<file path="src/rtl/mp_link_ctrl.sv">
// Multiplayer UART link sequencer: ready handshake, loss notification and peer-loss detection.
// Drives single-cycle, flow-controlled strobes into the UART FIFO wrapper.
module mp_link_ctrl #(
   parameter int unsigned READY_PERIOD = 100000,
   parameter int unsigned LOSS_REPEAT  = 4,
   parameter logic [7:0]  CHAR_READY   = 8'h52,
   parameter logic [7:0]  CHAR_LOSS    = 8'h4C
) (
   input  logic       clk,
   input  logic       rst,
   input  logic       multiplayer,
   input  logic       player_ready,
   input  logic       game_over,
   input  logic       tx_full,
   input  logic       rx_empty,
   input  logic [7:0] r_data,
   output logic       wr_uart,
   output logic [7:0] w_data,
   output logic       rd_uart,
   output logic       game_start,
   output logic       peer_lost,
   output logic [2:0] link_state
);

   localparam int unsigned PER_W = (READY_PERIOD > 1) ? $clog2(READY_PERIOD) : 1;
   localparam int unsigned REP_W = (LOSS_REPEAT > 1) ? $clog2(LOSS_REPEAT) : 1;
   localparam logic [PER_W-1:0] PER_LAST = PER_W'(READY_PERIOD - 1);
   localparam logic [REP_W-1:0] REP_LAST = REP_W'(LOSS_REPEAT - 1);

   typedef enum logic [2:0] {
      S_IDLE      = 3'd0,
      S_WAIT_PEER = 3'd1,
      S_SYNC      = 3'd2,
      S_PLAYING   = 3'd3,
      S_LOST_TX   = 3'd4,
      S_WON       = 3'd5,
      S_DONE      = 3'd6
   } state_t;

   state_t           state;
   logic [PER_W-1:0] per_cnt;
   logic [REP_W-1:0] rep_cnt;
   logic             tx_pend;
   logic [7:0]       tx_char;

   logic wait_abort;
   logic tx_fire;
   logic rx_valid;
   logic rx_ready;
   logic rx_loss;

   // A popped byte is consumed on the edge that closes its rd_uart cycle (FWFT head still valid).
   always_comb begin
      wait_abort = (state == S_WAIT_PEER) && !player_ready;
      tx_fire    = tx_pend && !tx_full && !wait_abort;
      rx_valid   = rd_uart && (state != S_IDLE);
      rx_ready   = rx_valid && (r_data == CHAR_READY);
      rx_loss    = rx_valid && (r_data == CHAR_LOSS);
      link_state = state;
   end

   always_ff @(posedge clk) begin
      if (rst) begin
         state      <= S_IDLE;
         wr_uart    <= 1'b0;
         w_data     <= '0;
         rd_uart    <= 1'b0;
         game_start <= 1'b0;
         peer_lost  <= 1'b0;
         per_cnt    <= '0;
         rep_cnt    <= '0;
         tx_pend    <= 1'b0;
         tx_char    <= '0;
      end else if (!multiplayer) begin
         state      <= S_IDLE;
         wr_uart    <= 1'b0;
         rd_uart    <= 1'b0;
         game_start <= 1'b0;
         peer_lost  <= 1'b0;
         per_cnt    <= '0;
         rep_cnt    <= '0;
         tx_pend    <= 1'b0;
      end else begin
         wr_uart    <= 1'b0;
         game_start <= 1'b0;
         rd_uart    <= (state != S_IDLE) && !rx_empty && !rd_uart;
         if (tx_fire) begin
            wr_uart <= 1'b1;
            w_data  <= tx_char;
            tx_pend <= 1'b0;
         end
         // Later assignments below override the defaults above (e.g. re-arming tx_pend).
         case (state)
            S_IDLE: begin
               peer_lost <= 1'b0;
               per_cnt   <= '0;
               rep_cnt   <= '0;
               tx_pend   <= 1'b0;
               if (player_ready) begin
                  state   <= S_WAIT_PEER;
                  tx_pend <= 1'b1;
                  tx_char <= CHAR_READY;
               end
            end
            S_WAIT_PEER: begin
               if (!player_ready) begin
                  state   <= S_IDLE;
                  tx_pend <= 1'b0;
                  rd_uart <= 1'b0;
               end else if (rx_ready) begin
                  state   <= S_SYNC;
                  tx_pend <= 1'b1;
                  tx_char <= CHAR_READY;
               end else if (per_cnt == PER_LAST) begin
                  per_cnt <= '0;
                  tx_pend <= 1'b1;
               end else begin
                  per_cnt <= per_cnt + 1'b1;
               end
            end
            S_SYNC: begin
               // wr_uart high with nothing pending means the sync 'R' has just gone out.
               if (wr_uart && !tx_pend) begin
                  game_start <= 1'b1;
                  state      <= S_PLAYING;
               end
            end
            S_PLAYING: begin
               if (rx_loss) begin
                  peer_lost <= 1'b1;
                  state     <= S_WON;
               end else if (game_over) begin
                  state   <= S_LOST_TX;
                  rep_cnt <= '0;
                  tx_pend <= 1'b1;
                  tx_char <= CHAR_LOSS;
               end
            end
            S_LOST_TX: begin
               if (tx_fire) begin
                  if (rep_cnt == REP_LAST) begin
                     state <= S_DONE;
                  end else begin
                     rep_cnt <= rep_cnt + 1'b1;
                     tx_pend <= 1'b1;
                  end
               end
            end
            S_WON: begin
               peer_lost <= 1'b1;
               if (game_over) state <= S_DONE;
            end
            S_DONE: begin
               if (!player_ready && !game_over) begin
                  state     <= S_IDLE;
                  peer_lost <= 1'b0;
                  rd_uart   <= 1'b0;
               end
            end
            default: begin
               state   <= S_IDLE;
               tx_pend <= 1'b0;
            end
         endcase
      end
   end

endmodule
</file>
<file path="config.mk">
export PLATFORM = sky130hd
export DESIGN_NAME = mp_link_ctrl
export DESIGN_NICKNAME = d
export VERILOG_FILES = /design/src/rtl/mp_link_ctrl.sv
export SDC_FILE = /design/constraint.sdc
export NUM_CORES = 1
export LEC_CHECK = 0
export ABC_AREA = 1
export ABC_CLOCK_PERIOD_IN_PS = 3700
export CAP_MARGIN = 40
export CORE_AREA = 2 2 58 73
export CTS_CLUSTER_SIZE = 16
export DETAILED_ROUTE_END_ITERATION = 12
export DIE_AREA = 0 0 60 75
export PLACE_DENSITY = 0.82
export SLEW_MARGIN = 15
export SYNTH_ARGS = -nofsm -noshare
export SYNTH_HDL_FRONTEND = slang
export SYNTH_SLANG_ARGS = --single-unit
</file>
<file path="constraint.sdc">
create_clock -name clk -period 3.7 [get_ports clk]
set_input_delay 0.74 -clock clk [delete_from_list [all_inputs] [get_ports clk]]
set_output_delay 0.74 -clock clk [all_outputs]
set_load 0.005 [all_outputs]
</file>
==> flow_summary.json, run 1 <==
{
  "instances_no_fill": 424,
  "row_count": 25,
  "n_antenna_cell": 0,
  "cts_tree": "done",
  "n_fill_cell": 364,
  "dieHeight_um": 75,
  "cts.clk_slew.worst_paths_ns": 0.07,
  "drv_slew": 0,
  "antenna_found_initial": 0,
  "cp.buffers_inverters": 1,
  "p_leak_nw": 0.991,
  "die_w_um": 60,
  "ir_worst_vdd_mv": 0.195,
  "root_buffer": "clkbuf_8",
  "ys_seq_area_share_pct": 30.6,
  "dp_hpwl_um": 3810,
  "async_reset_ff_share_pct": 0,
  "design.die.area_mm2": 0.00450,
  "wl_per_cell_um": 11.6,
  "cp_top_family": "flip-flops",
  "syn2layout_area_growth_pct": 15.6,
  "hold_violations": 0,
  "cp_num_cells": 1,
  "endpoint": "link_state[2]",
  "hold_slack_ns": 0.442,
  "dp.cells": 416,
  "drtPass1Iterations": 4,
  "layout_common_cells": "nand2_1 (92), nor2_1 (59), inv_1 (44)",
  "portBuffers": 26,
  "syn_area_per_cell_um2": 6.29,
  "first_iter_violations": 79,
  "grt_pass1_wl_um": 8390,
  "grtUsageTotal_pct": 24.6,
  "worst_pin_slew_ns": 0.544,
  "cts_num_sinks": 33,
  "cts_inserted_buffers": 5,
  "reg2reg_depth": 10,
  "synthCells": 343,
  "nNetsFinal": 386,
  "rsz0062_at_grt": "no",
  "pwr_density_cell_mw_per_mm2": 429,
  "crit_fanout": 9,
  "r2r_start": "per_cnt[0]",
  "synth_ff_type": "dfxtp_1",
  "critPathSlowestCell": "dfxtp_1",
  "start_util_pct": 57.0,
  "ys_warn_count": 0,
  "cp.arrival_ns": 1.46,
  "synth.distinct_cells": 36,
  "crit_required_ns": 2.96,
  "via_per_inst": 5.05,
  "synth-edff-count": 0,
  "setup_viol": 0,
  "synth_area_mm2": 0.00216,
  "h-tree-depth": 2,
  "period_share_pct": 59.6,
  "maxCapViolCount": 0,
  "cp-startpoint": "link_state[2]",
  "r2r-end": "per_cnt[3]",
  "cts_resized": 0,
  "ant_nets": 0,
  "slew_headroom_pct": 63.7,
  "place_congestion": 0.975,
  "total_power_mw": 1.07,
  "setup_slack_ns": 1.50,
  "coreArea_mm2": 0.00378,
  "crit_chain": "clkdlybuf4s50_1",
  "final_common_cell": "nand2_1",
  "slowest_delay_ns": 0.59,
  "status": "completed",
  "cts_setup_buffers": 0,
  "grt_max_degree": 18,
  "hp-class": "reg2reg",
  "yosys_register_bits": 33,
  "first_global_vias": 2096,
  "cts_buffer_depth": 2,
  "tns_ns": 0,
  "wl_um": 4920,
  "via_count": 2142,
  "worstSetupStartpointType": "flip-flop",
  "crit_path_end_kind": "primary output",
  "num_io_pins": 30,
  "gr-total-overflow": 0,
  "cts-hold-fix-buffers": 0,
  "regToRegSetupSlack_ns": 1.95,
  "fin_crit_ns": 2.20,
  "drcViolationCount": 0,
  "place_ws_ns": 1.27,
  "clock_latency_ns": 0.29,
  "drive_gt1_share_pct": 6.76,
  "fin_skew_ns": 0.00817,
  "critical_path_class": "reg2out",
  "max_freq_mhz": 454
}
## per-stage QoR
stage               util [%]  instance area [um^2]
finish                  65.9                  2490
global route            65.9                  2490
CTS                     65.9                  2490
detailed placement      63.7                  2410
global placement        63.7                  2410
floorplan                  -                  2160
## final cells by class
cell class / count / area (um^2) / area share (%)
clock buffer: 6 / 72.6 / 2.91
sequential: 33 / 661 / 26.5
clock inverter: 2 / 10.0 / 0.402
inverter: 48 / 195 / 7.83
tap: 54 / 67.6 / 2.71
timing repair buffer: 27 / 268 / 10.7
multi-input combinational: 254 / 1220 / 48.9
## Yosys cell counts, drive strengths merged (5+ instances only)
cell type / number / share of area (%)
nand2: 97 / 19
nor2: 61 / 11
inv: 47 / 8.6
dfxtp: 33 / 31
nand3: 30 / 8.0
a21oi: 22 / 5.1
o21ai: 12 / 3.0
nor3: 11 / 2.8
buf: 9 / 3.9
nand4: 5 / 1.5
## flip-flops by register name (all words and copies together) (netlist names)
name / flops
rep_cnt: 2
tx_char: 3
rd_uart: 1
tx_pend: 1
wr_uart: 1
link_state: 3
w_data: 3
peer_lost: 1
per_cnt: 17
game_start: 1
## cell families (layout without fill, tap and decap cells)
family	after synthesis	after routing	synth area share [%]
AOI/OAI and AO/OA	39	39	10.3
other	1	3	0.174
xor gates and xnor gates	4	4	1.63
buffers and inverters	58	83	13.2
adders and majority gates	2	2	1.16
and+or+nand+nor	206	206	42.9
DFF	33	33	30.6
## how the worst min path moves through the flow
stage               startpoint    endpoint  cells after the start
floorplan           tx_char[3]  tx_char[3]                      2
global placement    tx_char[3]  tx_char[3]                      2
detailed placement  tx_char[3]  tx_char[3]                      2
CTS                 tx_char[3]  tx_char[3]                      2
global route        tx_char[3]  tx_char[3]                      2
finish              tx_char[3]  tx_char[3]                      2
## per-layer routing
layer / GRT usage, % / routed length [um]
met5: 0 / 0
met4: 13.3 / 148
met3: 5.15 / 204
met2: 45.7 / 2510
met1: 25.1 / 2060
## where the power goes
group / leakage, nW / total [mW] / internal, mW / switching [mW]
registers: 0.267 / 0.410 / 0.377 / 0.0325
logic: 0.679 / 0.398 / 0.141 / 0.257
clock network: 0.0450 / 0.261 / 0.130 / 0.131
total: 0.991 / 1.07 / 0.649 / 0.421
No activity file was read; power rests on OpenSTA's default activity.
==> inputs of run 2 (changes only) <==
Settings changed: ABC_CLOCK_PERIOD_IN_PS 3700 to 1900, CORE_AREA 2 2 58 73 to 2 2 63 80, DIE_AREA 0 0 60 75 to 0 0 65 82, PLACE_DENSITY 0.82 to 0.73.
Clock period 3.7 ns to 1.9 ns, I/O delays scaled along.
==> flow_summary.json, run 2 (synthesis results as in run 1) <==
{
  "h-tree-depth": 2,
  "setup_viol": 0,
  "r2r_start": "per_cnt[0]",
  "cp_top_family": "buffers and inverters",
  "start_util_pct": 47.0,
  "cts_tree": "done",
  "regToRegSetupSlack_ns": 0.21,
  "layout_common_cells": "nand2_1 (92), nor2_1 (56), inv_1 (44)",
  "cts_inserted_buffers": 5,
  "dp_hpwl_um": 3980,
  "reg2reg_depth": 10,
  "cts_setup_buffers": 0,
  "cts_num_sinks": 33,
  "largest-register": "per_cnt",
  "period_share_pct": 94.7,
  "grt_pass1_wl_um": 8820,
  "first_global_vias": 2118,
  "maxCapViolCount": 0,
  "hold_violations": 0,
  "dieHeight_um": 82,
  "drcViolationCount": 0,
  "cp.arrival_ns": 1.42,
  "cp-startpoint": "link_state[1]",
  "total_power_mw": 2.42,
  "via_count": 2191,
  "coreArea_mm2": 0.00459,
  "syn2layout_area_growth_pct": 23.2,
  "cts_buffer_depth": 2,
  "nNetsFinal": 399,
  "first_iter_violations": 88,
  "max_freq_mhz": 555,
  "p_leak_nw": 1.08,
  "largest_reg_flops": 17,
  "portBuffers": 26,
  "fin_crit_ns": 1.80,
  "crit_chain": "clkdlybuf4s50_1",
  "rsz0062_at_grt": "no",
  "pwr_density_cell_mw_per_mm2": 912,
  "dp.cells": 435,
  "place_congestion": 0.925,
  "status": "completed",
  "gr-total-overflow": 0,
  "endpoint": "link_state[1]",
  "cp.buffers_inverters": 1,
  "design.die.area_mm2": 0.00533,
  "cts.clk_slew.worst_paths_ns": 0.07,
  "worstSetupStartpointType": "flip-flop",
  "via_per_inst": 4.95,
  "wl_per_cell_um": 11.4,
  "crit_fanout": 7,
  "grt_max_degree": 13,
  "drv_slew": 0,
  "slowest_delay_ns": 0.58,
  "ant_nets": 0,
  "cts-hold-fix-buffers": 0,
  "crit_path_end_kind": "primary output",
  "antenna_found_initial": 0,
  "instances_no_fill": 443,
  "final_common_cell": "nand2_1",
  "hp-class": "reg2reg",
  "drive_gt1_share_pct": 11.0,
  "ir_worst_vdd_mv": 0.452,
  "drtPass1Iterations": 4,
  "n_antenna_cell": 0,
  "fin_skew_ns": 0.00641,
  "die_w_um": 65,
  "grtUsageTotal_pct": 21.0,
  "crit_required_ns": 1.52,
  "final_util_pct": 57.9,
  "critical_path_class": "reg2out",
  "tns_ns": 0,
  "root_buffer": "clkbuf_8",
  "num_io_pins": 30,
  "wl_um": 5040,
  "r2r-end": "per_cnt[7]",
  "cp_num_cells": 1,
  "clock_latency_ns": 0.28,
  "critPathSlowestCell": "clkdlybuf4s50_1",
  "row_count": 28,
  "cts_resized": 0
}
-- run 2: how the worst min path moves through the flow --
| stage | startpoint | to | slack (ns) | cells after the start |
|---|---|---|---|---|
| floorplan | tx_char[3] | tx_char[3] | 0.42 | 2 |
| global placement | tx_char[3] | tx_char[3] | 0.43 | 2 |
| detailed placement | tx_char[3] | tx_char[3] | 0.44 | 2 |
| CTS | tx_char[6] | tx_char[6] | 0.45 | 2 |
| global route | tx_char[6] | tx_char[6] | 0.46 | 2 |
| finish | tx_char[6] | tx_char[6] | 0.45 | 2 |
-- run 2: through the flow --
step | hold slack (ns) | setup WS [ns] | cell area [um^2]
after floorplan | 0.418 | 0.403 | 2160
after global placement | 0.431 | -0.0595 | 2510
after detailed placement | 0.438 | -0.123 | 2510
after CTS | 0.451 | 0.0971 | 2650
after global routing | 0.465 | 0.00359 | 2660
final | 0.446 | 0.0998 | 2660
-- run 2: cell type report --
type	count	area (um^2)
fillers	454	1930
well taps	60	75.1
clock buffers	5	68.8
inverters	48	195
repair buffers	40	365
multi-input cells	254	1230
clock inverters	3	65.1
flip-flops and latches	33	661
-- run 2: routing by layer --
layer	vias up	track usage (%)	wire length, um	share of wire (%)
li1	1155	-	-	-
met1	964	23.2	2110	42
met2	62	39.0	2610	52
met3	10	3.84	214	4.2
met4	0	9.36	116	2.3
met5	-	0	0	0
-- run 2: power by group --
| group | total, mW | internal [mW] | leakage, nW | switching [mW] |
|---|---|---|---|---|
| registers | 0.775 | 0.735 | 0.267 | 0.0401 |
| clock network | 0.778 | 0.521 | 0.0681 | 0.257 |
| logic | 0.869 | 0.324 | 0.745 | 0.546 |
==> inputs of run 3 (changes only) <==
Settings changed: GPL_TIMING_DRIVEN set to 0.
==> flow_summary.json, run 3 (synthesis results as in run 1) <==
{
  "nNetsFinal": 395,
  "setup_viol": 0,
  "cts_setup_buffers": 0,
  "cts.clk_slew.worst_paths_ns": 0.07,
  "regToRegSetupSlack_ns": 0.17,
  "grt_pass1_wl_um": 8650,
  "n_antenna_cell": 0,
  "instances_no_fill": 439,
  "place_congestion": 0.952,
  "die_w_um": 65,
  "hold_path_depth": 2,
  "gr-total-overflow": 0,
  "cp_num_cells": 1,
  "highest_layer": "met4",
  "ir_worst_vdd_mv": 0.401,
  "grtUsageTotal_pct": 21.2,
  "first_global_vias": 1992,
  "row_count": 28,
  "largest_reg_flops": 17,
  "dp.cells": 431,
  "root_buffer": "clkbuf_8",
  "drv_slew": 0,
  "hold_violations": 0,
  "dr_wl_met3_um": 256,
  "fin_crit_ns": 1.86,
  "maxCapViolCount": 0,
  "n_fill_cell": 473,
  "rsz0062_at_grt": "no",
  "wl_per_cell_um": 11.9,
  "place_area_mm2": 0.00250,
  "layout_common_cells": "nand2_1 (91), nor2_1 (57), inv_1 (44)",
  "max_freq_mhz": 537,
  "grt_max_degree": 12,
  "cp_top_family": "flip-flops",
  "final_util_pct": 56.6,
  "drtPass1Iterations": 4,
  "h-tree-depth": 2,
  "endpoint": "link_state[1]",
  "wl_met2_um": 2650,
  "cts_resized": 0,
  "fin_skew_ns": 0.00848,
  "coreArea_mm2": 0.00459,
  "wl_met1_um": 2160,
  "crit_path_end_kind": "primary output",
  "hp-class": "reg2reg",
  "portBuffers": 26,
  "crit_chain": "clkdlybuf4s50_1",
  "period_share_pct": 97.9,
  "drive_gt1_share_pct": 10.3,
  "p_leak_nw": 1.05,
  "cts-hold-fix-buffers": 0,
  "cts_num_sinks": 33,
  "pwr_density_cell_mw_per_mm2": 852,
  "critPathSlowestCell": "dfxtp_1",
  "total_power_mw": 2.21,
  "num_io_pins": 30,
  "first_iter_violations": 130,
  "status": "completed",
  "slowest_delay_ns": 0.61,
  "antenna_found_initial": 0,
  "via_per_inst": 4.98,
  "clock_latency_ns": 0.29,
  "cts_tree": "done",
  "critical_path_class": "reg2out",
  "wl_um": 5230,
  "design_area_mm2": 0.00260,
  "cp-startpoint": "link_state[1]",
  "cp.arrival_ns": 1.48,
  "cts_inserted_buffers": 5,
  "via_count": 2187,
  "dp_hpwl_um": 4040,
  "worstSetupStartpointType": "flip-flop",
  "final_common_cell": "nand2_1",
  "crit_fanout": 8,
  "largest-register": "per_cnt",
  "reg2reg_depth": 10,
  "ant_nets": 0,
  "crit_required_ns": 1.52,
  "r2r-end": "link_state[2]",
  "design.die.area_mm2": 0.00533,
  "syn2layout_area_growth_pct": 20.5,
  "r2r_start": "link_state[1]",
  "cp.buffers_inverters": 1,
  "drcViolationCount": 0,
  "start_util_pct": 47.0,
  "cts_buffer_depth": 2,
  "dieHeight_um": 82
}
run 3: final cells by class:
type | count | area, um^2 | share of cell area [%]
Tap cell | 60 | 75.1 | 2.89
Clock inverter | 3 | 17.5 | 0.674
Inverter | 48 | 195 | 7.51
Buffer | 10 | 88.8 | 3.42
Timing Repair Buffer | 26 | 260 | 10.0
Clock buffer | 5 | 68.8 | 2.65
Multi-Input combinational cell | 254 | 1230 | 47.4
Sequential cell | 33 | 662 | 25.5
run 3: how the worst min path moves through the flow:
stage                     from    endpoint
finish               w_data[6]   w_data[6]
global route        tx_char[3]  tx_char[3]
global placement    tx_char[3]  tx_char[3]
CTS                  w_data[6]   w_data[6]
floorplan           tx_char[3]  tx_char[3]
detailed placement   w_data[6]   w_data[6]
run 3: routing by layer:
metal | global-route usage, % | vias up
met5 | 0 | -
li1 | - | 1149
met1 | 22.6 | 956
met4 | 10.0 | 0
met3 | 4.11 | 12
met2 | 39.8 | 70
run 3: report_power, final:
group	internal (mW)	leakage [nW]	switching, mW
sequential	0.736	0.267	0.0533
combinational	0.351	0.734	0.555
clock	0.253	0.0439	0.267
total	1.34	1.05	0.876
run 3: through the flow:
step	worst slack (ns)	TNS (ns)	hold slack, ns
finish	0.0391	0	0.448
global route	0.00442	0	0.473
floorplan	0.403	0	0.418
global placement	-0.220	-3.18	0.431
CTS	0.0389	0	0.452
detailed placement	-0.238	-3.80	0.442
